<file path="src/rtl/reg_file_mp.sv">
// Multi-port register file: two prioritised write ports, optional write-to-read bypass,
// per-register pending-load scoreboard and a protected, fetch-refreshed PC register.
module reg_file_mp #(
  parameter int unsigned N        = 32,
  parameter int unsigned NUM_REGS = 16,
  parameter int unsigned AW       = $clog2(NUM_REGS),
  parameter int unsigned NUM_READ = 3,
  parameter int unsigned PC_IDX   = NUM_REGS - 1,
  parameter bit          BYPASS   = 1'b1
) (
  input  logic                   clk,
  input  logic                   rst_n_i,
  input  logic [NUM_READ*AW-1:0] raddr_i,
  output logic [NUM_READ*N-1:0]  rdata_o,
  output logic [NUM_READ-1:0]    rbusy_o,
  input  logic                   we0_i,
  input  logic [AW-1:0]          waddr0_i,
  input  logic [N-1:0]           wdata0_i,
  input  logic                   we1_i,
  input  logic [AW-1:0]          waddr1_i,
  input  logic [N-1:0]           wdata1_i,
  input  logic                   reserve_i,
  input  logic [AW-1:0]          reserve_addr_i,
  input  logic [N-1:0]           pc_i,
  output logic                   pc_err_o
);

  localparam logic [AW-1:0] PcAddr = AW'(PC_IDX);

  logic [N-1:0]        regs_q [NUM_REGS];
  logic [N-1:0]        regs_d [NUM_REGS];
  logic [NUM_REGS-1:0] pend_q, pend_d;
  logic                pc_err_q, pc_err_d;

  logic wr0_pc, wr1_pc, rsv_pc;

  assign wr0_pc = we0_i && (waddr0_i == PcAddr);
  assign wr1_pc = we1_i && (waddr1_i == PcAddr);
  assign rsv_pc = reserve_i && (reserve_addr_i == PcAddr);

  always_comb begin
    regs_d   = regs_q;
    pend_d   = pend_q;
    pc_err_d = pc_err_q | wr0_pc | wr1_pc | rsv_pc;
    if (we0_i && !wr0_pc) regs_d[waddr0_i] = wdata0_i;
    // Port 1 is applied after port 0 so it wins a same-address collision.
    if (we1_i && !wr1_pc) begin
      regs_d[waddr1_i] = wdata1_i;
      pend_d[waddr1_i] = 1'b0;
    end
    // A new reservation overrides a same-cycle load return.
    if (reserve_i && !rsv_pc) pend_d[reserve_addr_i] = 1'b1;
    regs_d[PcAddr] = pc_i;
  end

  always_ff @(posedge clk or negedge rst_n_i) begin
    if (!rst_n_i) begin
      for (int i = 0; i < int'(NUM_REGS); i++) regs_q[i] <= '0;
      pend_q   <= '0;
      pc_err_q <= 1'b0;
    end else begin
      regs_q   <= regs_d;
      pend_q   <= pend_d;
      pc_err_q <= pc_err_d;
    end
  end

  assign pc_err_o = pc_err_q;

  for (genvar k = 0; k < int'(NUM_READ); k++) begin : g_rd
    logic [AW-1:0] ra;
    logic [N-1:0]  rd;
    logic          rb;

    assign ra = raddr_i[k*AW +: AW];

    always_comb begin
      rd = regs_q[ra];
      rb = pend_q[ra];
      if (BYPASS && (ra != PcAddr)) begin
        if (we0_i && (waddr0_i == ra)) rd = wdata0_i;
        if (we1_i && (waddr1_i == ra)) begin
          rd = wdata1_i;
          rb = 1'b0;
        end
      end
      if (ra == PcAddr) rb = 1'b0;
    end

    assign rdata_o[k*N +: N] = rd;
    assign rbusy_o[k]        = rb;
  end

endmodule

</file>
<file path="config.mk">
export PLATFORM = sky130hd
export DESIGN_NAME = reg_file_mp
export DESIGN_NICKNAME = d
export VERILOG_FILES = /design/src/rtl/reg_file_mp.sv
export SDC_FILE = /design/constraint.sdc
export NUM_CORES = 2
export LEC_CHECK = 0
export CELL_PAD_IN_SITES_DETAIL_PLACEMENT = 1
export CELL_PAD_IN_SITES_GLOBAL_PLACEMENT = 1
export CORE_MARGIN = 2
export CORE_UTILIZATION = 48
export CTS_CLUSTER_DIAMETER = 150
export DETAILED_ROUTE_END_ITERATION = 10
export PLACE_DENSITY = 0.87
export SKIP_CTS_REPAIR_TIMING = 1
export SYNTH_ARGS = -nofsm -noshare
export SYNTH_HDL_FRONTEND = slang
export SYNTH_SLANG_ARGS = --single-unit
</file>
<file path="constraint.sdc">
create_clock -name clk -period 2.2 [get_ports clk]
set_input_delay 0.22 -clock clk [delete_from_list [all_inputs] [get_ports clk]]
set_output_delay 0.22 -clock clk [all_outputs]
set_load 0.01 [all_outputs]
</file>
==> results of run 1 <==
-- cell families after synthesis --
kind of cell	count (synthesis)	synth area share
AO/OA/AOI/OAI	1079	0.164
XOR/XNOR	24	0.00538
buffers and inverters	510	0.0658
flip-flops	529	0.339
multiplexers	783	0.309
AND/OR/NAND/NOR	1059	0.118
-- routing by layer --
layer	overflow	global-route usage
met3	81	0.820
met5	5	0.735
met2	202	0.945
met4	143	0.839
met1	46	0.834
-- stage by stage --
step / area (sq um) / cells / TNS, ps
after global placement: 47400 / 5512 / -71280
after floorplan: 39100 / 3984 / 0
after CTS: 49400 / 5624 / -111250
after detailed placement: 47400 / 5512 / -121790
==> qor.csv, run 1 <==
metric,value,unit
synth_top_area_cell,dfrtp_1,
synth-main-ff-cell,dfrtp_1,
cts-htree-levels,2,
netlist_area,39100,sq um
yosys_warnings,0,
ys_ff_latch,529,
yosys-top-cells-count,"579 x a21oi_1, 529 x dfrtp_1, 493 x nor2_1, 384 x mux2i_1, 311 x nand2_1",
synth_top_area_share,0.339,
grt.overflow.total,477,
pre_cts_ws,-1230,ps
gp_congestion,0.976,
synth_area_leaders,"dfrtp_1 34%, mux4_2 13%, mux2i_1 9.8%",
io_buffers,224,
hpwlAfterDp,144000,microns
die_h,289,microns
synth.most_common_cell,a21oi_1,
cts_buffers,60,
async_flop_share,1.00,
cts_root_buf,clkbuf_16,
synth_seq_area_share,0.339,
status,aborted with a tool error,
synth-edff-count,0,
synthesis.nets,4109,
die_x,289,microns
clock-sinks,529,
io_pins,225,
rows,104,
grt_max_degree,92,
start_util,0.485,
stop_stage,global routing,
cts_buffer_depth,3,
syn_area_per_cell,9.81,sq um
grtUsageTotal,0.860,
synth_cell_types,45,
tool.error,[ERROR GRT-0232] Routing congestion too high. Check the congestion heatmap in the GUI.,
synth_cells,3984,
==> run 2: changes to the inputs <==
==> config.mk (replaced) <==
export PLATFORM = sky130hd
export DESIGN_NAME = reg_file_mp
export DESIGN_NICKNAME = d
export VERILOG_FILES = /design/src/rtl/reg_file_mp.sv
export SDC_FILE = /design/constraint.sdc
export NUM_CORES = 2
export LEC_CHECK = 0
export CORE_MARGIN = 2
export CORE_UTILIZATION = 40
export DETAILED_ROUTE_END_ITERATION = 10
export PLACE_DENSITY_LB_ADDON = 0.15
export SKIP_CTS_REPAIR_TIMING = 1
export SYNTH_ARGS = -nofsm -noshare
export SYNTH_HDL_FRONTEND = slang
export SYNTH_SLANG_ARGS = --single-unit
==> qor.csv, run 2 <==
metric,value,unit
synth_top_family_by_area,multiplexers,
routed_wl,182000,microns
async_flop_share,1.00,
synth_cells,3984,
synthesis.nets,4109,
ant_nets,0,
largest_register_ffs,512,
grt_pass1_wl,254000,microns
synth_simple_gate_area_frac,0.118,
fmax,368,MHz
grt_antenna_before_repair,5,
synth_top_area_share,0.339,
synth-edff-count,0,
endpoint_kind,output pin,
io_pins,225,
postLayoutSetupSlackWorst,-516,ps
critPathRequiredTime,1980,ps
power_density,778,nW/um^2
rsz0062_at_grt,true,
finalSetupViolations,99,
ys_ff_latch,529,
grt_pass1_vias,35400,
gp_congestion,0.953,
dr.pass1.iters,6,
hp-class,in2reg,
synth_fa_ha_area_frac,0,
drtIter0Drc,4236,
grt.overflow.total,0,
period_needed,2720,ps
p_leak,20.8,nW
cts-htree-levels,3,
grt_max_degree,60,
synth.most_common_cell,a21oi_1,
synth-main-ff-cell,dfrtp_1,
drive_gt1_frac,0.377,
synth_seq_area_share,0.339,
yosys_warnings,0,
hpwlAfterDp,125000,microns
area_growth,36.5,%
worst-path-stages,8,
rows,114,
hold_viol_final,0,
dieArea,100000,sq um
cts_tree,built,
nets,4656,
finalSetupTns,-34820,ps
worst_slew_pin_slew,1510,ps
cts_buffer_depth,3,
crit_type,reg2out,
avgRoutedWirePerCell,31.0,microns
layout_commonest_cell,buf_4,
synth_area_leaders,"dfrtp_1 34%, mux4_2 13%, mux2i_1 9.8%",
synth_top_area_cell,dfrtp_1,
drc,0,
critPathArrivalTime,2500,ps
start_util,0.404,
slowest_delay,530,ps
synth_compound_area_frac,0.164,
cts_root_buf,clkbuf_16,
most-common-layout-cells,"526 x buf_4, 520 x dfrtp_1, 485 x nor2_1",
cts_buffers,67,
seq_area,13200,sq um
netlist_area,39100,sq um
final_area,53300,sq um
yosys-top-cells-count,"579 x a21oi_1, 529 x dfrtp_1, 493 x nor2_1, 384 x mux2i_1, 311 x nand2_1",
io_buffers,224,
clk_pin_slew,50,ps
violations,"max-capacitance violations, max-slew violations, negative setup slack",
startpoint,regs_q[336],
rr_worst_depth,4,
placed_cells,5724,
r2r_setup_slack,1200,ps
vias,37200,
path_delay_family,multiplexers,
critPathMaxFanout,4,
finClkSkew,0,ps
fillers,8353,
clock_latency,600,ps
holdCritStartpoint,pc_i[21],
utilization,0.552,
die_h,317,microns
multiInputGateArea,26500,sq um
cp-endpoint,rdata_o[16],
vdd_drop_max,0.556,mV
cp_slowest_cell,mux4_2,
die_x,317,microns
regMostFlops,regs_q,
crit_top_cell,buf_4,
cp_cell_sequence,"mux4_2, nor2b_4, a2111oi_4, buf_4, a21oi_2, buf_4, o221ai_2, buf_2",
clock-sinks,529,
post_dp_cell_area,48000,sq um
final_max_slew_viol_count,11,
r2r_end,regs_q[410],
muxShareOfSynthArea,0.309,
synth_cell_types,45,
max_slew_margin,-0.00617,
via_per_inst,6.36,
core_area,96700,sq um
cap_viol_max_count,1,
syn_area_per_cell,9.81,sq um
power,41.5,mW
grtUsageTotal,0.349,
num_antenna_cells,0,
pre_cts_ws,-1030,ps
final_cells,5855,
cp.buffers_inverters,3,
synth_xor_area_frac,0.00538,
crit_path_start_kind,flop,
r2r_start,regs_q[410],
fin_hold_ws,33.1,ps
status,finished with violations,
fin_crit_sh,1.23,
[run 2: metal layers]
layer | vias up | GRT usage | wire length [microns]
met3 | 471 | 0.0818 | 19500
met5 | - | 0.0114 | 177
met1 | 18600 | 0.486 | 73300
met4 | 4 | 0.137 | 9360
li1 | 15800 | - | -
met2 | 2346 | 0.524 | 79400
[run 2: worst min-delay path by stage]
stage,end,slack [ps],cells after the start
3_5_place_dp,regs_q[214],160,1
6_report,regs_q[21],30,1
5_1_grt,regs_q[11],40,1
4_1_cts,regs_q[150],-490,1
2_1_floorplan,pc_err_o,-80,0
3_3_place_gp,regs_q[150],180,1
[run 2: report_power, final]
group | switching, mW | internal (mW)
Sequential | 2.51 | 12.0
Combinational | 7.12 | 8.37
Clock | 4.76 | 6.72
Total | 14.4 | 27.1
[run 2: cells by family after synthesis]
logic type / count (synthesis)
AO/OA/AOI/OAI: 1079
AND/OR/NAND/NOR: 1059
multiplexers: 783
flip-flops: 529
buffers and inverters: 510
XOR/XNOR: 24
[run 2: area by class of cell]
type | instances | area share
multi-input combinational | 2946 | 0.498
sequential | 529 | 0.248
timing repair buffer | 948 | 0.180
clock buffer | 99 | 0.0380
tap | 1276 | 0.0299
clock inverter | 18 | 0.00328
inverter | 39 | 0.00274
Power figures use the tool's default switching activity.
